### src/rtl/fib_index_pkg.sv
// fib_index_pkg
// Shared constants for the Fibonacci blocks: the one-hot FSM state
// encodings, the default operand width and the result index width.
// No ports; imported with "import fib_index_pkg::*;".
package fib_index_pkg;

    // Default operand width; legal range for W is 2..20.
    localparam int FIB_W_DEFAULT = 20;

    // Width of the Fibonacci index. With W <= 20 the index never exceeds 30.
    localparam int FIB_N_W = 5;

    // One-hot FSM encodings, kept as plain constants for legacy tools.
    localparam logic [2:0] ST_IDLE = 3'b001;
    localparam logic [2:0] ST_OP   = 3'b010;
    localparam logic [2:0] ST_DONE = 3'b100;

    typedef logic [FIB_N_W-1:0] fib_n_t;

endpackage

### src/rtl/fib_index_if.sv
// fib_index_if
// Request/result bundle for fib_index.
//   start  : request, honoured only while ready is high
//   value  : W-bit operand, sampled on the accepting edge
//   ready  : block is idle and will accept start
//   done   : one-cycle pulse, n_out/exact valid
//   n_out  : largest n with F(n) <= value
//   exact  : F(n_out) == value
// master = requester side, slave = fib_index side.
interface fib_index_if #(
    parameter int W = 20
);
    import fib_index_pkg::*;

    logic           start;
    logic [W-1:0]   value;
    logic           ready;
    logic           done;
    fib_n_t         n_out;
    logic           exact;

    modport master (
        output start,
        output value,
        input  ready,
        input  done,
        input  n_out,
        input  exact
    );

    modport slave (
        input  start,
        input  value,
        output ready,
        output done,
        output n_out,
        output exact
    );

endinterface

### src/rtl/fib_index.sv
// fib_index
// Finds the largest n with F(n) <= value (F(0)=0, F(1)=1) by walking the
// Fibonacci sequence one term per cycle, and reports whether the value is
// itself a Fibonacci number.
// Ports:
//   clk  : rising-edge clock
//   rst  : synchronous active-high reset, dominates start
//   bus  : fib_index_if.slave (start/value in, ready/done/n_out/exact out)
// Timing: start accepted at the end of cycle 0, n+1 OP cycles follow,
// done is high in cycle n+2 and ready returns in cycle n+3.
module fib_index
    import fib_index_pkg::*;
#(
    parameter int W = FIB_W_DEFAULT
) (
    input  logic        clk,
    input  logic        rst,
    fib_index_if.slave  bus
);

    // t0/t1 carry one spare bit: the walk stops on the first t1 above the
    // operand, which can reach F(31) = 1346269 for a 20-bit operand.
    logic [2:0]   state_q, state_d;
    logic [W:0]   t0_q, t0_d;
    logic [W:0]   t1_q, t1_d;
    fib_n_t       k_q, k_d;
    logic [W-1:0] val_q, val_d;
    fib_n_t       n_out_q, n_out_d;
    logic         exact_q, exact_d;

    logic [W:0]   val_ext_s;

    assign val_ext_s = {1'b0, val_q};

    // Next-state and next-datapath logic for the whole block.
    always_comb begin
        state_d = state_q;
        t0_d    = t0_q;
        t1_d    = t1_q;
        k_d     = k_q;
        val_d   = val_q;
        n_out_d = n_out_q;
        exact_d = exact_q;

        case (state_q)
            ST_IDLE: begin
                if (bus.start) begin
                    val_d   = bus.value;
                    t0_d    = {(W+1){1'b0}};
                    t1_d    = {{W{1'b0}}, 1'b1};
                    k_d     = 5'd0;
                    state_d = ST_OP;
                end else begin
                    state_d = ST_IDLE;
                end
            end

            ST_OP: begin
                // t1 = F(k+1); once it passes the operand, F(k) is the answer.
                // value=0 exits on the first cycle since t1 starts at 1.
                if (t1_q > val_ext_s) begin
                    n_out_d = k_q;
                    exact_d = (t0_q == val_ext_s);
                    state_d = ST_DONE;
                end else begin
                    t0_d    = t1_q;
                    t1_d    = t0_q + t1_q;
                    k_d     = k_q + 5'd1;
                    state_d = ST_OP;
                end
            end

            ST_DONE: begin
                state_d = ST_IDLE;
            end

            default: begin
                state_d = ST_IDLE;
            end
        endcase
    end

    // State and datapath registers with synchronous reset.
    always_ff @(posedge clk) begin
        if (rst) begin
            state_q <= ST_IDLE;
            t0_q    <= {(W+1){1'b0}};
            t1_q    <= {(W+1){1'b0}};
            k_q     <= 5'd0;
            val_q   <= {W{1'b0}};
            n_out_q <= 5'd0;
            exact_q <= 1'b0;
        end else begin
            state_q <= state_d;
            t0_q    <= t0_d;
            t1_q    <= t1_d;
            k_q     <= k_d;
            val_q   <= val_d;
            n_out_q <= n_out_d;
            exact_q <= exact_d;
        end
    end

    // Status strobes are straight decodes of the registered state.
    assign bus.ready = (state_q == ST_IDLE);
    assign bus.done  = (state_q == ST_DONE);
    assign bus.n_out = n_out_q;
    assign bus.exact = exact_q;

endmodule

### src/flat_wrapper.sv
// flat-port wrapper written by rule: the top's interface ports become plain ports
module fib_index_flat import fib_index_pkg::*;
#(
    parameter int W = FIB_W_DEFAULT
)
  (clk, rst, bus_start, bus_value, bus_ready, bus_done, bus_n_out, bus_exact);
  fib_index_if #(.W(W)) bus_i ();
  input  logic clk;
  input  logic rst;
  input wire logic [$bits(bus_i.start)-1:0] bus_start;
  input wire logic [$bits(bus_i.value)-1:0] bus_value;
  output wire logic [$bits(bus_i.ready)-1:0] bus_ready;
  output wire logic [$bits(bus_i.done)-1:0] bus_done;
  output wire logic [$bits(bus_i.n_out)-1:0] bus_n_out;
  output wire logic [$bits(bus_i.exact)-1:0] bus_exact;
  assign bus_i.start = bus_start;
  assign bus_i.value = bus_value;
  assign bus_ready = bus_i.ready;
  assign bus_done = bus_i.done;
  assign bus_n_out = bus_i.n_out;
  assign bus_exact = bus_i.exact;
  fib_index #(.W(W)) u_core (.clk(clk), .rst(rst), .bus(bus_i));
endmodule
### config.mk
export PLATFORM = sky130hd
export DESIGN_NAME = fib_index_flat
export DESIGN_NICKNAME = d
export VERILOG_FILES = /design/src/rtl/fib_index_pkg.sv /design/src/rtl/fib_index_if.sv /design/src/rtl/fib_index.sv /design/src/flat_wrapper.sv
export SDC_FILE = /design/constraint.sdc
export NUM_CORES = 1
export LEC_CHECK = 0
export ABC_AREA = 1
export BUFFER_PORTS_ARGS = -buffer_cell sky130_fd_sc_hd__buf_2
export CAP_MARGIN = 10
export CORE_MARGIN = 2
export CORE_UTILIZATION = 45
export DETAILED_ROUTE_END_ITERATION = 16
export SLEW_MARGIN = 20
export SYNTH_ARGS = -nofsm -noshare
export SYNTH_HDL_FRONTEND = slang
export SYNTH_SLANG_ARGS = --single-unit
### constraint.sdc
create_clock -name clk -period 2.25 [get_ports clk]
set_clock_uncertainty 0.05 [all_clocks]
set_input_delay 0.225 -clock clk [delete_from_list [all_inputs] [get_ports clk]]
set_output_delay 0.225 -clock clk [all_outputs]
set_load 0.005 [all_outputs]
Word-level counts from Yosys, hierarchy flattened. Index checks and enable logic that the tools add are counted.

$add $sub $neg: 2. Equal/unequal tests: 6. Reduce and logical (&&, ||, !) cells: 4. Magnitude comparators: 1. Multiplexer cells: 12.

Operators with widths (number): 21-bit two-way mux (4); 21-bit one-hot mux with 2 select lines (2); 21-bit adder (1); 21-bit by 20-bit equality test with 1-bit output (1); 21-bit by 20-bit > comparator with 1-bit output (1); 5-bit two-way mux (2); 5-bit one-hot mux with 2 select lines (1); 3-bit one-hot mux with 2 select lines (1); 5-bit by 1-bit adder with 5-bit output (second input constant) (1); 2-bit != test (second input constant) (2); 2-bit AND reduction (2); 3-bit by 1-bit equality test with 1-bit output (second input constant) (1); 3-bit by 2-bit equality test with 1-bit output (second input constant) (1); 3-bit equality test (second input constant) (1); 3-bit two-way mux (1); 3-bit AND reduction (1); 2-bit two-way mux (1); 2-bit nonzero test (1).

Logic and storage cells: 32. Register bits after elaboration: 76. Output and inout port bits: 8.

Longest topological paths before layout.
Depth after elaboration: 3. Depth in mapped cells: 16. Mapped depth without buffers: 15.

Least setup slack after synthesis. OpenSTA, ideal clock, no wires.

Kind: reg-to-reg. From: register u_core.t1_q[0]. To: register u_core.t1_q[20]. Arrival: 1.707 ns. Setup slack: 0.380 ns. Path buffers: 0. Stages on the path, launching flop included: 15. Cells stage by stage: dfxtp_1 > ha_1 > inv_1 > fa_1 > inv_1 > nand2_1 > nand2_1 > and2_1 > nand3_1 > nand3_1 > nand2_1 > inv_1 > nor2_1 > nor2_1 > nor2_1.

Word-level cells in the longest chain between the ends: 3.

RTL lines: start, declared (line fib_index.sv:25) `logic [W:0] t1_q, t1_d;`; start signal, assigned (line fib_index.sv:88) `t1_q <= {(W+1){1'b0}};`; start signal, assigned (line fib_index.sv:96) `t1_q <= t1_d;`; 21-bit adder or 21-bit by 20-bit > comparator with 1-bit output (tied branches) (line fib_index.sv:67, fib_index.sv:61); 21-bit two-way mux or 2-bit != test (tied branches); 21-bit one-hot mux with 2 select lines or 3-bit AND reduction (tied branches).

Parallel ways exist; a longest one is shown, timed or not. The select of a mux whose other input is x is not followed. A chain may end at the register's enable or synchronous reset.

Worst setup path in the final report.
From: register u_core.val_q[10]. To: register u_core.exact_q (netlist: u_core.bus.exact).

Word-level cells in the longest chain between the ends: 2.

RTL lines: start, declared (line fib_index.sv:27) `logic [W-1:0] val_q, val_d;`; start signal, assigned (line fib_index.sv:90) `val_q <= {W{1'b0}};`; start signal, assigned (line fib_index.sv:98) `val_q <= val_d;`; 21-bit by 20-bit > comparator with 1-bit output (line fib_index.sv:61) `if (t1_q > val_ext_s) begin`; 2-bit AND reduction (no source line); end signal, assigned (line fib_index.sv:100) `exact_q <= exact_d;`; end, declared (line fib_index.sv:29) `logic exact_q, exact_d;`.

Parallel ways exist; a longest one is shown, timed or not.

==> impl_metrics.env <==
export IMPL_clk_pin_slew_ns=0.06
export IMPL_path_common_cell="nand2_1"
export IMPL_grt_ovfl_total=0
export IMPL_syn_nets=866
export IMPL_final_nets=908
export IMPL_routedWlPerCell_um=15.39
export IMPL_max_stage_delay_ns=0.33
export IMPL_num_antenna_cells=0
export IMPL_synth_top_cell_area_share_pct=29.76
export IMPL_ys_seq_area_share_pct=29.76
export IMPL_numCtsBuffers=9
export IMPL_tightest_slew_ns=0.4760
export IMPL_synthTopCellsByArea="dfxtp_1 (30%), nand2_1 (17%), ha_1 (10%)"
export IMPL_worstSetupStartpointType="flop"
export IMPL_cts_root_buf="clkbuf_16"
export IMPL_h_tree_depth=3
export IMPL_mappedNetlistArea_um2=5112
export IMPL_synth_area_per_cell_um2=6.383
export IMPL_fp_dieH_um=110.6
export IMPL_min_path_type="input port to flop"
export IMPL_cts_tree="built"
export IMPL_startpoint="u_core.val_q[10]"
export IMPL_synthToLayoutAreaGrowth_pct=17.89
export IMPL_antenna_found_initial=0
export IMPL_min_from="bus_value[0]"
export IMPL_num_rows=38
export IMPL_power_density_nw_per_um2=693.8
export IMPL_synthDistinctLibCells=32
export IMPL_ys_async_sr_fraction_pct=0
export IMPL_fmax_mhz=465.0
export IMPL_hold_violations=0
export IMPL_crit_fanout=6
export IMPL_gp_congestion=0.8664
export IMPL_grt_pass1_vias=5030
export IMPL_clock_latency_ns=0.34
export IMPL_min_period_ns=2.151
export IMPL_yosys_warnings=0
export IMPL_routed_wirelength_mm=15.21
export IMPL_crit_chain="inv_1 > ha_4 > nand2_2 > nor2_4 > nand2_1 > nor3_2 > nand3_2 > nand3_4 > buf_12 > clkinvlp_4 > nand2_1 > nand2_1 > nor2_1"
export IMPL_via_count=5176
export IMPL_timing_critical_path_buf_inv=3
export IMPL_place_area_um2=5495
export IMPL_grt_pass1_wl_mm=24.28
export IMPL_hpwl_mm=11.22
export IMPL_status="completed"
export IMPL_utilization_pct=54.88
export IMPL_setup_viol=0
export IMPL_synth_top_area_cell="dfxtp_1"
export IMPL_layout_drive_gt1_share_pct=13.92
export IMPL_firstDrtPassIters=5
export IMPL_core_region_area_um2=10980
export IMPL_viasPerCell=5.239
export IMPL_die_w_um=110.6
export IMPL_endpoint_kind="flop"
export IMPL_fin_tns_setup_ns=0
export IMPL_cts_hold_buf=0
export IMPL_drt_iter0_drc=286
export IMPL_crit_type="flop to flop"
export IMPL_crit_arrival_ns=2.38
export IMPL_mostFrequentLayoutCells="nand2_1 (226), inv_1 (96), nor2_1 (87)"
export IMPL_maxCapViolCount=0
export IMPL_place_inst=964
export IMPL_cp_required_ns=2.48
export IMPL_p_leak_nw=2.831
export IMPL_initial_core_util_pct=46.55
export IMPL_crit_family="simple AND/OR/NAND/NOR gates"
export IMPL_design_area_um2=6027
export IMPL_grt_use_total_pct=24.48
export IMPL_mostFrequentLayoutCell="nand2_1"
export IMPL_io_pins=31
export IMPL_slowest_stage="dfxtp_2"
export IMPL_cts_sinks=76
export IMPL_synth_ff_type="dfxtp_1"
export IMPL_r2r_start="u_core.val_q[10]"
export IMPL_die_area_um2=12230
export IMPL_route_detailed_drc=0
export IMPL_fin_crit_sh_pct=95.58
export IMPL_layout_cells_non_filler=988
export IMPL_ys_ff_latch=76
export IMPL_vdd_drop_max_v=0.0005823
export IMPL_slew_headroom_pct=68.27
export IMPL_synth_edff_count=0
export IMPL_port_buffers=30
export IMPL_clockBufferDepth=2
export IMPL_syn_inst=801
export IMPL_grt_max_degree=47
export IMPL_ant_nets=0
export IMPL_drv_slew=0
==> final cells by class <==
class / instances / area, um2
fill: 1079 / 4956
clock buffer: 12 / 256.5
timing repair buffer: 56 / 437.9
clock inverter: 4 / 95.09
inverter: 101 / 382.9
tap: 140 / 175.2
sequential: 76 / 1531
multi-input combinational: 599 / 3148
==> cell usage after synthesis (9+ instances only) <==
cell,instances
nand3_1,78
or2_2,9
inv_1,98
xnor2_1,10
nand2_1,232
o21ai_0,30
ha_1,41
clkbuf_1,15
dfxtp_1,76
nor2_1,92
a21oi_1,68
nand3b_1,9
==> worst min-delay path: cells and delay by family <==
family	cells	cell delay, ns
buffers and inverters	1	0.07
AOI/OAI and AO/OA	1	0.07
and+or+nand+nor	1	0.08
==> timing repair <==
item | in CTS | in global routing
gates cloned | 0 | 2
buffers inserted | 0 | 6
endpoints found under the setup margin | 1 | 53
pin swaps | 0 | 10
gates resized for setup | 1 | 27
==> state kept, by name, summed over array words and instances (netlist names) <==
register / flops
u_core.bus.exact: 1
u_core.bus.n_out: 5
u_core.k_q: 5
u_core.state_q: 3
u_core.t0_q: 21
u_core.t1_q: 21
u_core.val_q: 20
==> routing by layer <==
metal	wire (um)	share of wire (%)	global-route usage, %
met5	0	0	0
met4	475	3.1	10.00
met3	570	3.7	4.226
met2	7540	50	43.03
met1	6623	44	29.51
==> kinds of logic (layout without fill, tap and decap cells) <==
logic type	after synthesis	count (layout)	synth area share [%]
AND/OR/NAND/NOR	441	442	37.10
XOR/XNOR	11	11	1.884
adder cells (fa/ha/maj)	42	42	10.43
buffers and inverters	127	173	10.30
flip-flops	76	76	29.76
AO/OA/AOI/OAI	104	104	10.52
==> metrics by stage <==
| step | hold slack (ns) | total power [mW] | setup slack [ns] |
|---|---|---|---|
| floorplan | 0.3349 | 2.129 | 0.3803 |
| global placement | 0.4039 | 2.378 | 0.1111 |
| detailed placement | 0.4078 | 2.399 | 0.02526 |
| CTS | 0.09388 | 4.112 | 0.01568 |
| global route | 0.1330 | 4.385 | -0.01213 |
| finish | 0.09675 | 4.182 | 0.09943 |
==> report_power, final <==
| part | leakage [nW] | internal [mW] | switching (mW) | total, mW |
|---|---|---|---|---|
| Combinational | 2.03 | 0.377 | 0.575 | 0.951 |
| Sequential | 0.624 | 1.43 | 0.0881 | 1.52 |
| Clock | 0.173 | 1.14 | 0.566 | 1.71 |
| Total | 2.83 | 2.95 | 1.23 | 4.18 |
==> final timing paths <==
kind                         endpoint  slack [ns]  cells after the start
hold reg to reg   u_core.bus.n_out[4]        0.42                      2
hold / removal        u_core.val_q[0]         0.1                      3
setup / recovery     u_core.bus.exact         0.1                     13
setup reg to reg     u_core.bus.exact         0.1                     13
Power figures use the tool's default switching activity.
